## src/rtl/mul_seq_pkg.sv

```systemverilog
// rtl/mul_seq_pkg.sv - shared state encodings, digit width and index sizing for mul_seq_ctrl
package mul_seq_pkg;

  localparam logic [1:0] ST_IDLE = 2'd0;
  localparam logic [1:0] ST_RUN  = 2'd1;
  localparam logic [1:0] ST_DONE = 2'd2;

  localparam int DIGIT_W = 2;

  // Index registers stay at least one bit wide even when there is a single digit.
  function automatic int idx_w(input int d);
    return (d <= 1) ? 1 : $clog2(d);
  endfunction

endpackage

```

## src/rtl/mul2x2.sv

```systemverilog
// rtl/mul2x2.sv - combinational 2-bit x 2-bit unsigned multiplier
module mul2x2 (
  input  logic [1:0] x,
  input  logic [1:0] y,
  output logic [3:0] p
);

  assign p = {2'b00, x} * {2'b00, y};

endmodule

```

## src/rtl/mul_seq_ctrl.sv

```systemverilog
// rtl/mul_seq_ctrl.sv - WIDTH x WIDTH sequential multiplier built on one shared mul2x2
// Optional MUL_SEQ_ZERO_SKIP_EN: a zero operand finishes after a single RUN cycle.
module mul_seq_ctrl
  import mul_seq_pkg::*;
#(
  parameter int WIDTH = 8
) (
  input  logic               clk,
  input  logic               rst,
  input  logic               start,
  input  logic [WIDTH-1:0]   a,
  input  logic [WIDTH-1:0]   b,
  output logic               busy,
  output logic               done,
  output logic [2*WIDTH-1:0] product
);

  localparam int D     = WIDTH / DIGIT_W;
  localparam int ACC_W = 2 * WIDTH;
  localparam int IDX_W = idx_w(D);
  localparam logic [IDX_W-1:0] LAST = IDX_W'(D - 1);

  logic [1:0]         state;
  logic [WIDTH-1:0]   a_reg;
  logic [WIDTH-1:0]   b_reg;
  logic [ACC_W-1:0]   acc;
  logic [IDX_W-1:0]   i_idx;
  logic [IDX_W-1:0]   j_idx;

  logic [DIGIT_W-1:0] a_dig;
  logic [DIGIT_W-1:0] b_dig;
  logic [3:0]         pp;
  logic [IDX_W:0]     ij_sum;
  logic [ACC_W-1:0]   pp_sh;
  logic [ACC_W-1:0]   acc_nxt;
  logic               last_iter;
  logic               skip;

  assign a_dig = DIGIT_W'(a_reg >> {i_idx, 1'b0});
  assign b_dig = DIGIT_W'(b_reg >> {j_idx, 1'b0});

  mul2x2 u_mul2x2 (
    .x (a_dig),
    .y (b_dig),
    .p (pp)
  );

  // Partial product weight is 4^(i+j), i.e. a left shift by 2*(i+j).
  assign ij_sum    = {1'b0, i_idx} + {1'b0, j_idx};
  assign pp_sh     = ACC_W'(pp) << {ij_sum, 1'b0};
  assign acc_nxt   = acc + pp_sh;
  assign last_iter = (i_idx == LAST) && (j_idx == LAST);

`ifdef MUL_SEQ_ZERO_SKIP_EN
  logic zero_op;

  always_ff @(posedge clk or posedge rst) begin
    if (rst) begin
      zero_op <= 1'b0;
    end else if (state == ST_IDLE && start) begin
      zero_op <= (a == '0) || (b == '0);
    end
  end

  assign skip = zero_op;
`else
  assign skip = 1'b0;
`endif

  always_ff @(posedge clk or posedge rst) begin
    if (rst) begin
      state   <= ST_IDLE;
      a_reg   <= '0;
      b_reg   <= '0;
      acc     <= '0;
      i_idx   <= '0;
      j_idx   <= '0;
      product <= '0;
    end else begin
      case (state)
        ST_IDLE: begin
          if (start) begin
            a_reg <= a;
            b_reg <= b;
            acc   <= '0;
            i_idx <= '0;
            j_idx <= '0;
            state <= ST_RUN;
          end
        end
        ST_RUN: begin
          if (skip) begin
            product <= '0;
            state   <= ST_DONE;
          end else begin
            acc <= acc_nxt;
            if (j_idx == LAST) begin
              j_idx <= '0;
              i_idx <= i_idx + 1'b1;
            end else begin
              j_idx <= j_idx + 1'b1;
            end
            if (last_iter) begin
              product <= acc_nxt;
              state   <= ST_DONE;
            end
          end
        end
        ST_DONE: begin
          state <= ST_IDLE;
        end
        default: begin
          state <= ST_IDLE;
        end
      endcase
    end
  end

  assign busy = (state != ST_IDLE);
  assign done = (state == ST_DONE);

endmodule

```

## config.mk

```make
export PLATFORM = sky130hd
export DESIGN_NAME = mul_seq_ctrl
export DESIGN_NICKNAME = d
export VERILOG_FILES = /design/src/rtl/mul_seq_pkg.sv /design/src/rtl/mul2x2.sv /design/src/rtl/mul_seq_ctrl.sv
export SDC_FILE = /design/constraint.sdc
export NUM_CORES = 1
export LEC_CHECK = 0
export CAP_MARGIN = 0
export CORE_AREA = 2 2 59 117
export DETAILED_ROUTE_END_ITERATION = 7
export DIE_AREA = 0 0 61 119
export GPL_ROUTABILITY_DRIVEN = 0
export PLACE_DENSITY = 0.74
export SYNTH_ARGS = -nofsm -noshare
export SYNTH_HDL_FRONTEND = slang
export SYNTH_SLANG_ARGS = --single-unit
export TNS_END_PERCENT = 100
```

## constraint.sdc

```tcl
create_clock -name clk -period 3.7 [get_ports clk]
set_clock_uncertainty 0.2 [all_clocks]
set_input_delay 1.11 -clock clk [delete_from_list [all_inputs] [get_ports clk]]
set_output_delay 1.11 -clock clk [all_outputs]
set_load 0.01 [all_outputs]
```

After elaboration in Yosys (flattened, before gate mapping)

Cells that the tools add are included.

Register bits after elaboration: 54
Bits in latches: 0
Memory bits (writable): 0
Memory bits (read-only): 0
Bits of input ports: 19
Output and inout port bits: 18
Logic and storage cells: 41
Memories: 0

Add/subtract/negate cells: 4
$mul: 1
Div/mod/pow operators: 0
$lt $le $gt $ge: 0
Equal/unequal tests: 7
Shift-type cells: 3
Muxes and demuxes: 10
Bitwise gates (word level): 0
Reductions and logical operators: 9

Operators by type and width:

| cell                                          | count |
|---|---|
| case mux 16 bit (2 select lines)              | 1 |
| adder 16 bit                                  | 1 |
| two-way mux 16 bit                            | 1 |
| << shifter 4 x 4 -> 16 bit                    | 1 |
| right shift 8 x 3 -> 2 bit                    | 2 |
| case mux 2 bit (2 select lines)               | 3 |
| two-way mux 2 bit                             | 5 |
| AND reduction 2 bit                           | 4 |
| == test 2 bit, second input constant          | 3 |
| inequality test 2 bit, second input constant  | 3 |
| adder 2 x 1 -> 2 bit, second input constant   | 2 |
| multiplier 2 x 2 -> 4 bit                     | 1 |
| nonzero test 2 bit                            | 2 |
| adder 2 x 2 -> 3 bit                          | 1 |
| AND reduction 3 bit                           | 1 |
| == test 2 x 1 -> 1 bit, second input constant | 1 |
| zero test 2 bit                               | 1 |
| logical AND 1 bit                             | 1 |

Longest topological paths before layout

Gate-level depths: netlist (run 1).

Depth in word-level cells: 5
Gate-level depth with buffers: 15
Mapped depth without buffers: 14

Modules after synthesis

From an unflattened synthesis (run 1), not the netlist that was laid out.

Cells, all modules: 322
Area total of the unflattened synthesis: 3165.5 um^2

Modules (own cells, without submodules):

| module       | instances | cells each | area each (um^2) | sequential area each (um^2) |
|---|---|---|---|---|
| mul_seq_ctrl | 1         | 316        | 3115.5           | 1351.3 |
| mul2x2       | 1         | 6          | 50.0             | 0.0 |

Least setup slack after synthesis (run 1)

No wires, ideal clock.

Path kind: register -> register
Start: register i_idx[0]
End: register product[14]
Arrival: 3414 ps
Required time: 3363 ps
Setup slack: -52 ps
Stages on the path, launching flop included: 15
Buffers on the path: 0
Period minus slack after synthesis: 3752 ps
Cells stage by stage: dfrtp_1 -> mux4_2 -> and2_1 -> ha_1 -> ha_1 -> nor2b_1 -> a31oi_1 -> nor2_1 -> ha_1 -> and2b_1 -> o2111ai_2 -> a21boi_2 -> a221oi_2 -> mux2i_1 -> o22ai_1

Word-level cells in the longest chain between the ends: 4
Elaborated cells between the ends (all ways): 8
Those cells by class: add/sub: 2; mul: 1; eq/ne: 1; shift: 2; reduce/logical: 2

RTL lines:

| item                       | line                | source |
|---|---|---|
| start: declaration         | mul_seq_ctrl.sv:27  | `logic [IDX_W-1:0] i_idx;` |
| start signal: assignment   | mul_seq_ctrl.sv:99  | `i_idx <= i_idx + 1'b1;` |
| right shift 8 x 3 -> 2 bit | mul_seq_ctrl.sv:39  | `assign a_dig = DIGIT_W'(a_reg >> {i_idx, 1'b0});` |
| multiplier 2 x 2 -> 4 bit  | mul2x2.sv:8         | `assign p = {2'b00, x} * {2'b00, y};` |
| << shifter 4 x 4 -> 16 bit | mul_seq_ctrl.sv:50  | `assign pp_sh = ACC_W'(pp) << {ij_sum, 1'b0};` |
| adder 16 bit               | mul_seq_ctrl.sv:51  | `assign acc_nxt = acc + pp_sh;` |
| end signal: assignment     | mul_seq_ctrl.sv:104 | `product <= acc_nxt;` |
| end: declaration           | mul_seq_ctrl.sv:15  | `output logic [2*WIDTH-1:0] product` |

Parallel ways exist; a longest one is shown, timed or not.
A chain may end at the register's enable or synchronous reset.

Final worst setup path (run 1)

Start: register j_idx[0]
End: register acc[14]

Word-level cells in the longest chain between the ends: 5
Elaborated cells between the ends (all ways): 6
Those cells by class: add/sub: 2; mul: 1; shift: 2; mux: 1

RTL lines:

| item                               | line                | source |
|---|---|---|
| start: declaration                 | mul_seq_ctrl.sv:28  | `logic [IDX_W-1:0] j_idx;` |
| start signal: assignment           | mul_seq_ctrl.sv:101 | `j_idx <= j_idx + 1'b1;` |
| right shift 8 x 3 -> 2 bit         | mul_seq_ctrl.sv:40  | `assign b_dig = DIGIT_W'(b_reg >> {j_idx, 1'b0});` |
| multiplier 2 x 2 -> 4 bit          | mul2x2.sv:8         |  |
| << shifter 4 x 4 -> 16 bit *       | mul_seq_ctrl.sv:50  |  |
| adder 16 bit *                     | mul_seq_ctrl.sv:51  |  |
| case mux 16 bit (2 select lines) * | mul_seq_ctrl.sv:80  | `case (state)` |
| end signal: assignment             | mul_seq_ctrl.sv:96  | `acc <= acc_nxt;` |
| end: declaration                   | mul_seq_ctrl.sv:26  | `logic [ACC_W-1:0] acc;` |

Every way passes the cells marked *; elsewhere a longest branch is shown, timed or not.

==> reports/qor.csv, run 1 <==
stage,metric,value,unit
run_status,status,finished with violations,
run_status,violated checks,setup timing,
placement,dpl hpwl,5.50,mm
setup_path,Crit path largest cell delay,0.53,ns
global_route,met1 usage,26.9,%
yosys,Seq cells post-synth,54,
route,vias,2558,
finish,share of post-route cells with drive strength above 1,24.3,%
global_route,vias in the first global route,2739,
route,Iter 0 DRT Violations,107,
global_route,global-route wire length before repair,12.8,mm
power_and_ir_drop,Power Dens Cells,981,mW/mm^2
finish,n_diodes,0,
global_route,GR Layer Usage met3,3.80,%
finish,Final Cell Area,0.00408,mm^2
cts,cts hold-fix bufs,0,
yosys,Post-synth EDFFs,0,
setup_path,Setup CP Type,register to register,
cts,clock sinks,54,
hold_path,Worst Hold Depth,2,
setup_path,"Max FO, Critical Path",3,
die,Die Area,0.00726,mm^2
timing,RSZ-0062 raised after global routing,true,
yosys,Syn Area/Cell,9.76,um^2
setup_path,CP required,3.65,ns
setup_path,reg2reg end,acc[14]$_DFFE_PP0P_,
yosys,Cells after Synth,322,
die,initial core utilization,48.6,%
finish,area grow syn2layout,29.9,%
setup_path,reg2reg path depth,14,
setup_path,Worst R2R Start,j_idx[0]$_DFFE_PP0P_,
cts,clock root cell,clkbuf_16,
global_route,total track usage,23.0,%
timing,Tmin final,3.75,ns
yosys,syn_nets,364,
cts,"CTS clk-pin slew, worst paths",0.07,ns
yosys,"area leader, netlist",dfrtp_1,
setup_path,CP Launch Point,j_idx[0]$_DFFE_PP0P_,
job,# Max-Cap Violations,0,
yosys,most used flip-flop cell after synthesis,dfrtp_1,
die,Core Area,0.00646,mm^2
power_and_ir_drop,VDD IR max,0.762,mV
timing,count of final setup violators,4,
yosys,top cell type's share of synthesized area,43.0,%
yosys,Yosys Warn Count,0,
timing,final setup margin,-0.0541,ns
die,io pins,37,
route,Routed WL,7.43,mm
die,Rows,42,
timing,worst slew pin tran,0.806,ns
route,# DRC,0,
cts,Clock Path Buffers,2,
route,drt pass-1 iters,4,
timing,relative slew slack,46.1,%
global_route,grt total ovfl,0,
setup_path,Critical Path Start Type,register,
setup_path,Crit-path slowest cell,mux4_2,
setup_path,CP arrival,3.70,ns
setup_path,reg2reg setup slack,-0.05,ns
route,post-DR vias/cell,5.52,
yosys,asr flop ratio synth,100,%
setup_path,Worst Setup EP,acc[14]$_DFFE_PP0P_,
setup_path,"most used cell, CP",ha_4,
finish,Largest regs,"acc (16), product (16)",
route,WL per Instance,16.1,um
setup_path,crit-path leading delay family,compound AO/OA/AOI/OAI gates,
hold_path,Hold/Removal Path Class,register to register,
placement,Placement Cell Area,0.00375,mm^2
global_route,pin count of the biggest net entering global routing,35,
timing,Max Clock Freq,0.266,GHz
die,Die H,119,um
finish,Final Core Density,63.2,%
setup_path,Critical Path Stages,14,
yosys,Cell variety after synth,46,
yosys,Mapped Area,0.00314,mm^2
setup_path,worst-path cell chain,mux4_2 > and2_4 > ha_4 > ha_4 > nor2b_4 > a31oi_4 > nor2_1 > ha_1 > and2b_1 > o2111ai_4 > a21boi_2 > a221oi_2 > mux2i_1 > o21ai_1,
setup_path,crit end category,register,
cts,total clock buffers created by CTS,5,
global_route,GRT Max-Usage Layer,met2,
finish,# fillers,538,
cts,clock network latency to the later pin of the worst-skew pair,0.30,ns
timing,"Hold Vio Cnt, Final",0,
route,Final ANT Viol Nets,0,
global_route,initial antenna violation count,0,
power_and_ir_drop,Leak,1.73,nW
placement,PortBufs,36,
setup_path,Crit path buffers/inverters,0,
global_route,GR Util met2,40.3,%
cts,CTS tree,yes,
yosys,synth top area cells,"dfrtp_1, ha_1, nand2_1",
cts,htree depth,2,
die,Die X,61,um
timing,Final period util,101,%
yosys,"Seq/Total Area, Yosys",43.0,%
finish,Layout Nets,416,
timing,fin. max-slew vios,0,
## cell usage in the layout, fill, tap and decap left out, types with 7 or more instances in the layout
cell type	n
o21ai_0	15
nand2_1	50
dfrtp_1	52
o22ai_1	7
xor2_1	7
nor2_1	21
buf_4	25
nor2b_1	7
ha_1	14
clkdlybuf4s50_1	36
a21oi_2	7
mux2_2	16
inv_1	11
o21ai_1	12
## synth_stat cells (2+ instances only)
cell and count:
fa_1 2, a21o_1 4, buf_2 9, o22ai_1 9, o21a_1 2, nand3_1 6
a22o_1 2, inv_1 12, a21oi_1 12, o21ai_1 11, a21oi_2 2, nor2_1 22
nand2_1 50, o21bai_1 4, and2_1 3, xor2_1 7, ha_1 21, nand4_1 2
xnor2_1 6, or2_2 2, a31oi_1 4, o21ai_0 16, dfrtp_1 54, mux2i_1 2
nand2b_1 4, mux4_2 4, mux2_2 16, clkbuf_1 8, nor3_1 2, nor2b_1 8
## per-stage QoR
step,TNS [ns],hold WS (ns),power [mW],setup slack [ns],std cells
CTS,-0.0412,0.284,3.85,-0.0259,461
detailed placement,-0.766,0.270,3.17,-0.147,453
floorplan,0,0.252,2.43,0.00595,322
finish,-0.117,0.276,4.01,-0.0541,463
global placement,-0.102,0.260,3.07,-0.0587,453
global route,-1.88,0.317,4.31,-0.174,463
## worst min-delay path by stage
stage | from | to | slack, ns
4_1_cts | product[6]$_DFFE_PP0P_ | product[6]$_DFFE_PP0P_ | 0.28
3_5_place_dp | product[0]$_DFFE_PP0P_ | product[0]$_DFFE_PP0P_ | 0.27
5_1_grt | product[2]$_DFFE_PP0P_ | product[2]$_DFFE_PP0P_ | 0.32
3_3_place_gp | product[0]$_DFFE_PP0P_ | product[0]$_DFFE_PP0P_ | 0.26
6_report | product[6]$_DFFE_PP0P_ | product[6]$_DFFE_PP0P_ | 0.28
2_1_floorplan | acc[4]$_DFFE_PP0P_ | acc[4]$_DFFE_PP0P_ | 0.25
## area by class of cell
type                       instances  area [um^2]  area share (%)
sequential                        54         1350            33.1
inverter                          12         45.0            1.10
tap                               88          110            2.70
clock buffer                       6          129            3.16
multi-input combinational        239         1840            45.1
timing repair buffer              62          568            13.9
clock inverter                     2         37.5           0.919
## routing by layer
metal  up-vias  part of all wire (%)
li1       1236                     -
met1      1257                    38
met2        54                    56
met3        11                   3.4
met4         0                   2.3
met5         -                     0
## report_power, final
part,total (mW),internal [mW],leakage [nW],switching (mW)
clock,0.524,0.319,0.0771,0.204
combinational,2.47,1.19,0.979,1.28
sequential,1.01,0.846,0.673,0.162
total,4.01,2.36,1.73,1.65
## cells by family after synthesis
kind of cell / count (synthesis) / synth area share, %
muxes: 22 / 9.24
buffers and inverters: 29 / 3.82
DFF: 54 / 43.0
AOI/OAI and AO/OA: 77 / 15.8
and+or+nand+nor: 104 / 14.8
xor gates and xnor gates: 13 / 3.62
adders and majority gates: 23 / 9.63
## tightest hold or removal path, stage by stage, from the launching register on
cell and delay, ns:
dfrtp_1 0.34, nand2_1 0.04, o21ai_0 0.06
## timing repair
item,in CTS,in global routing
hold endpoints to repair,0,0
setup buffers,0,2
pin swaps,9,12
gates resized for setup,12,18
cloned,0,0
endpoints found under the setup margin,15,16
Power figures use the tool's default switching activity.
==> inputs of run 2 (changes only) <==
--- a/config.mk
+++ b/config.mk
@@ -6,11 +6,14 @@
 export NUM_CORES = 1
 export LEC_CHECK = 0
 export CAP_MARGIN = 0
-export CORE_AREA = 2 2 59 117
+export CELL_PAD_IN_SITES_DETAIL_PLACEMENT = 1
+export CELL_PAD_IN_SITES_GLOBAL_PLACEMENT = 1
+export CORE_AREA = 2 2 63 125
 export DETAILED_ROUTE_END_ITERATION = 7
-export DIE_AREA = 0 0 61 119
+export DIE_AREA = 0 0 65 127
 export GPL_ROUTABILITY_DRIVEN = 0
-export PLACE_DENSITY = 0.74
+export PLACE_DENSITY_LB_ADDON = 0.1
+export RECOVER_POWER = 50
 export SYNTH_ARGS = -nofsm -noshare
 export SYNTH_HDL_FRONTEND = slang
 export SYNTH_SLANG_ARGS = --single-unit
==> constraint.sdc (replaced) <==
create_clock -name clk -period 3.8 [get_ports clk]
set_clock_uncertainty 0.2 [all_clocks]
set_input_delay 1.14 -clock clk [delete_from_list [all_inputs] [get_ports clk]]
set_output_delay 1.14 -clock clk [all_outputs]
set_load 0.01 [all_outputs]
==> run 2 against run 1 <==
Compared with the run above: the flow now finishes without violations; sequential power barely moved; via count rose by 0.98%; critical path depth unchanged; hold slack improved by 0.0053 ns; power shrank 1.6%; core utilization shrank 6.4 points; highest routed layer unchanged.
==> reports/qor.csv, run 2 (same netlist as run 1, synthesis figures left out) <==
stage,metric,value,unit
die,Die H,127,um
placement,dpl hpwl,6.51,mm
setup_path,crit-path leading delay family,compound AO/OA/AOI/OAI gates,
cts,CTS tree,yes,
die,Die X,65,um
power_and_ir_drop,P_int,2.29,mW
route,drt pass-1 iters,4,
setup_path,Crit-path slowest cell,mux4_2,
setup_path,Setup CP Type,register to register,
finish,"commonest non-fill, non-tap cell in the layout",dfrtp_1,
power_and_ir_drop,Power Dens Cells,962,mW/mm^2
power_and_ir_drop,VDD IR max,0.443,mV
global_route,vias in the first global route,2858,
timing,RSZ-0062 raised after global routing,true,
placement,PortBufs,36,
setup_path,crit end category,register,
timing,Tmin final,3.80,ns
timing,relative slew slack,30.8,%
global_route,grt total ovfl,0,
die,Core Area,0.00721,mm^2
run_status,status,completed,
finish,# fillers,795,
setup_path,Crit path buffers/inverters,0,
timing,"Hold Vio Cnt, Final",0,
finish,Largest regs,"acc (16), product (16)",
route,WL per Instance,18.1,um
finish,Layout Nets,423,
route,Final ANT Viol Nets,0,
cts,htree depth,2,
power_and_ir_drop,total power draw,3.94,mW
global_route,pin count of the biggest net entering global routing,32,
power_and_ir_drop,Comb power frac,63.1,%
die,Rows,44,
global_route,total track usage,22.7,%
setup_path,Crit path largest cell delay,0.56,ns
power_and_ir_drop,Seq pwr share,25.0,%
cts,"CTS clk-pin slew, worst paths",0.07,ns
placement,Placed Instances,463,
finish,n_diodes,0,
setup_path,"most used cell, CP",ha_4,
setup_path,CP required,3.74,ns
global_route,global-route wire length before repair,14.2,mm
finish,Multi-input gate area,0.00183,mm^2
finish,Final Core Density,56.8,%
setup_path,Critical Path Start Type,register,
setup_path,worst-path cell chain,mux4_2 > and2_4 > ha_4 > ha_4 > nor2b_4 > a31oi_2 > nor2_1 > ha_1 > and2b_2 > o2111ai_4 > a21boi_2 > a221oi_2 > mux2i_1 > o21ai_1,
route,Iter 0 DRT Violations,81,
setup_path,"Max FO, Critical Path",3,
timing,Final Hold Slack,0.281,ns
finish,most frequent cells in the layout,"dfrtp_1, nand2_1, clkdlybuf4s50_1, buf_4, nor2_1",
placement,Placement Cell Area,0.00378,mm^2
finish,share of post-route cells with drive strength above 1,24.9,%
die,io pins,37,
cts,clock sinks,54,
finish,Final Instance Count excl. Fillers,474,
die,initial core utilization,43.6,%
timing,Final period util,100,%
route,post-DR vias/cell,5.45,
finish,register area,0.00135,mm^2
cts,clock root cell,clkbuf_16,
global_route,initial antenna violation count,0,
job,# Max-Cap Violations,0,
finish,area grow syn2layout,30.3,%
timing,worst slew pin tran,1.04,ns
timing,fin. max-slew vios,0,
die,Die Area,0.00826,mm^2
finish,Final Cell Area,0.00410,mm^2
timing,count of final setup violators,0,
setup_path,CP arrival,3.74,ns
hold_path,Hold/Removal Path Class,register to register,
power_and_ir_drop,Clk pwr share,11.8,%
cts,total clock buffers created by CTS,5,
timing,Max Clock Freq,0.263,GHz
cts,clock network latency to the later pin of the worst-skew pair,0.30,ns
power_and_ir_drop,Leak,1.75,nW
cts,Clock Path Buffers,2,
power_and_ir_drop,Sw Ratio,41.8,%
route,# DRC,0,
power_and_ir_drop,NetSw,1.65,mW
route,vias,2583,
route,Routed WL,8.59,mm
==> run 2: tightest hold or removal path, delay by kind of cell (launching register included) <==
kind,cells,cell delay (ns)
AND/OR/NAND/NOR,2,0.11
flip-flops,1,0.34
==> run 2: layer usage <==
layer  GRT usage, %  wire, um  vias to the layer above
li1               -         -                     1236
met1           22.3      2940                     1261
met2           43.7      4960                       58
met3           3.43       237                       28
met4           12.1       454                        0
met5              0         0                        -
==> run 2: area by class of cell <==
cell class	instances	share of cell area, %
sequential	54	33.0
clock inverter	1	0.122
inverter	12	1.10
timing repair buffer	69	14.7
multi-input combinational	239	44.8
clock buffer	7	3.48
tap	92	2.81
==> run 2: what timing repair did <==
| item | CTS | global route |
|---|---|---|
| setup endpoints to repair | 18 | 16 |
| gates cloned | 0 | 0 |
| setup buffers | 1 | 2 |
| resized for setup | 8 | 25 |
| pin swaps | 12 | 16 |
| hold buffers | 0 | 0 |
==> run 2: power groups by stage <==
stage          logic [mW]  registers (mW)  clock network, mW
2_1_floorplan        1.37           0.972                  0
3_3_place_gp         2.11           0.989                  0
3_5_place_dp         2.19           0.994                  0
4_1_cts              2.26           0.988              0.482
5_1_grt              2.73            1.02              0.494
6_report             2.49           0.986              0.467
==> run 2: per-stage QoR <==
| stage | setup TNS (ns) | worst slack, ns |
|---|---|---|
| 4_1_cts | 0 | 0.00380 |
| 3_5_place_dp | -1.48 | -0.221 |
| 3_3_place_gp | -0.0971 | -0.0572 |
| 6_report | 0 | 0.000357 |
| 2_1_floorplan | 0 | 0.0484 |
| 5_1_grt | -1.37 | -0.187 |
==> run 2: worst paths after layout <==
check,from,end,slack [ns],cells after the start
max,j_idx[0]$_DFFE_PP0P_,acc[14]$_DFFE_PP0P_,0.0004,14
min,product[0]$_DFFE_PP0P_,product[0]$_DFFE_PP0P_,0.28,2
max reg2reg,j_idx[0]$_DFFE_PP0P_,acc[14]$_DFFE_PP0P_,0.0004,14
min reg2reg,product[0]$_DFFE_PP0P_,product[0]$_DFFE_PP0P_,0.28,2
max in group asynchronous,rst,acc[14]$_DFFE_PP0P_,0.82,3
min in group asynchronous,rst,a_reg[2]$_DFFE_PP0P_,1.33,2
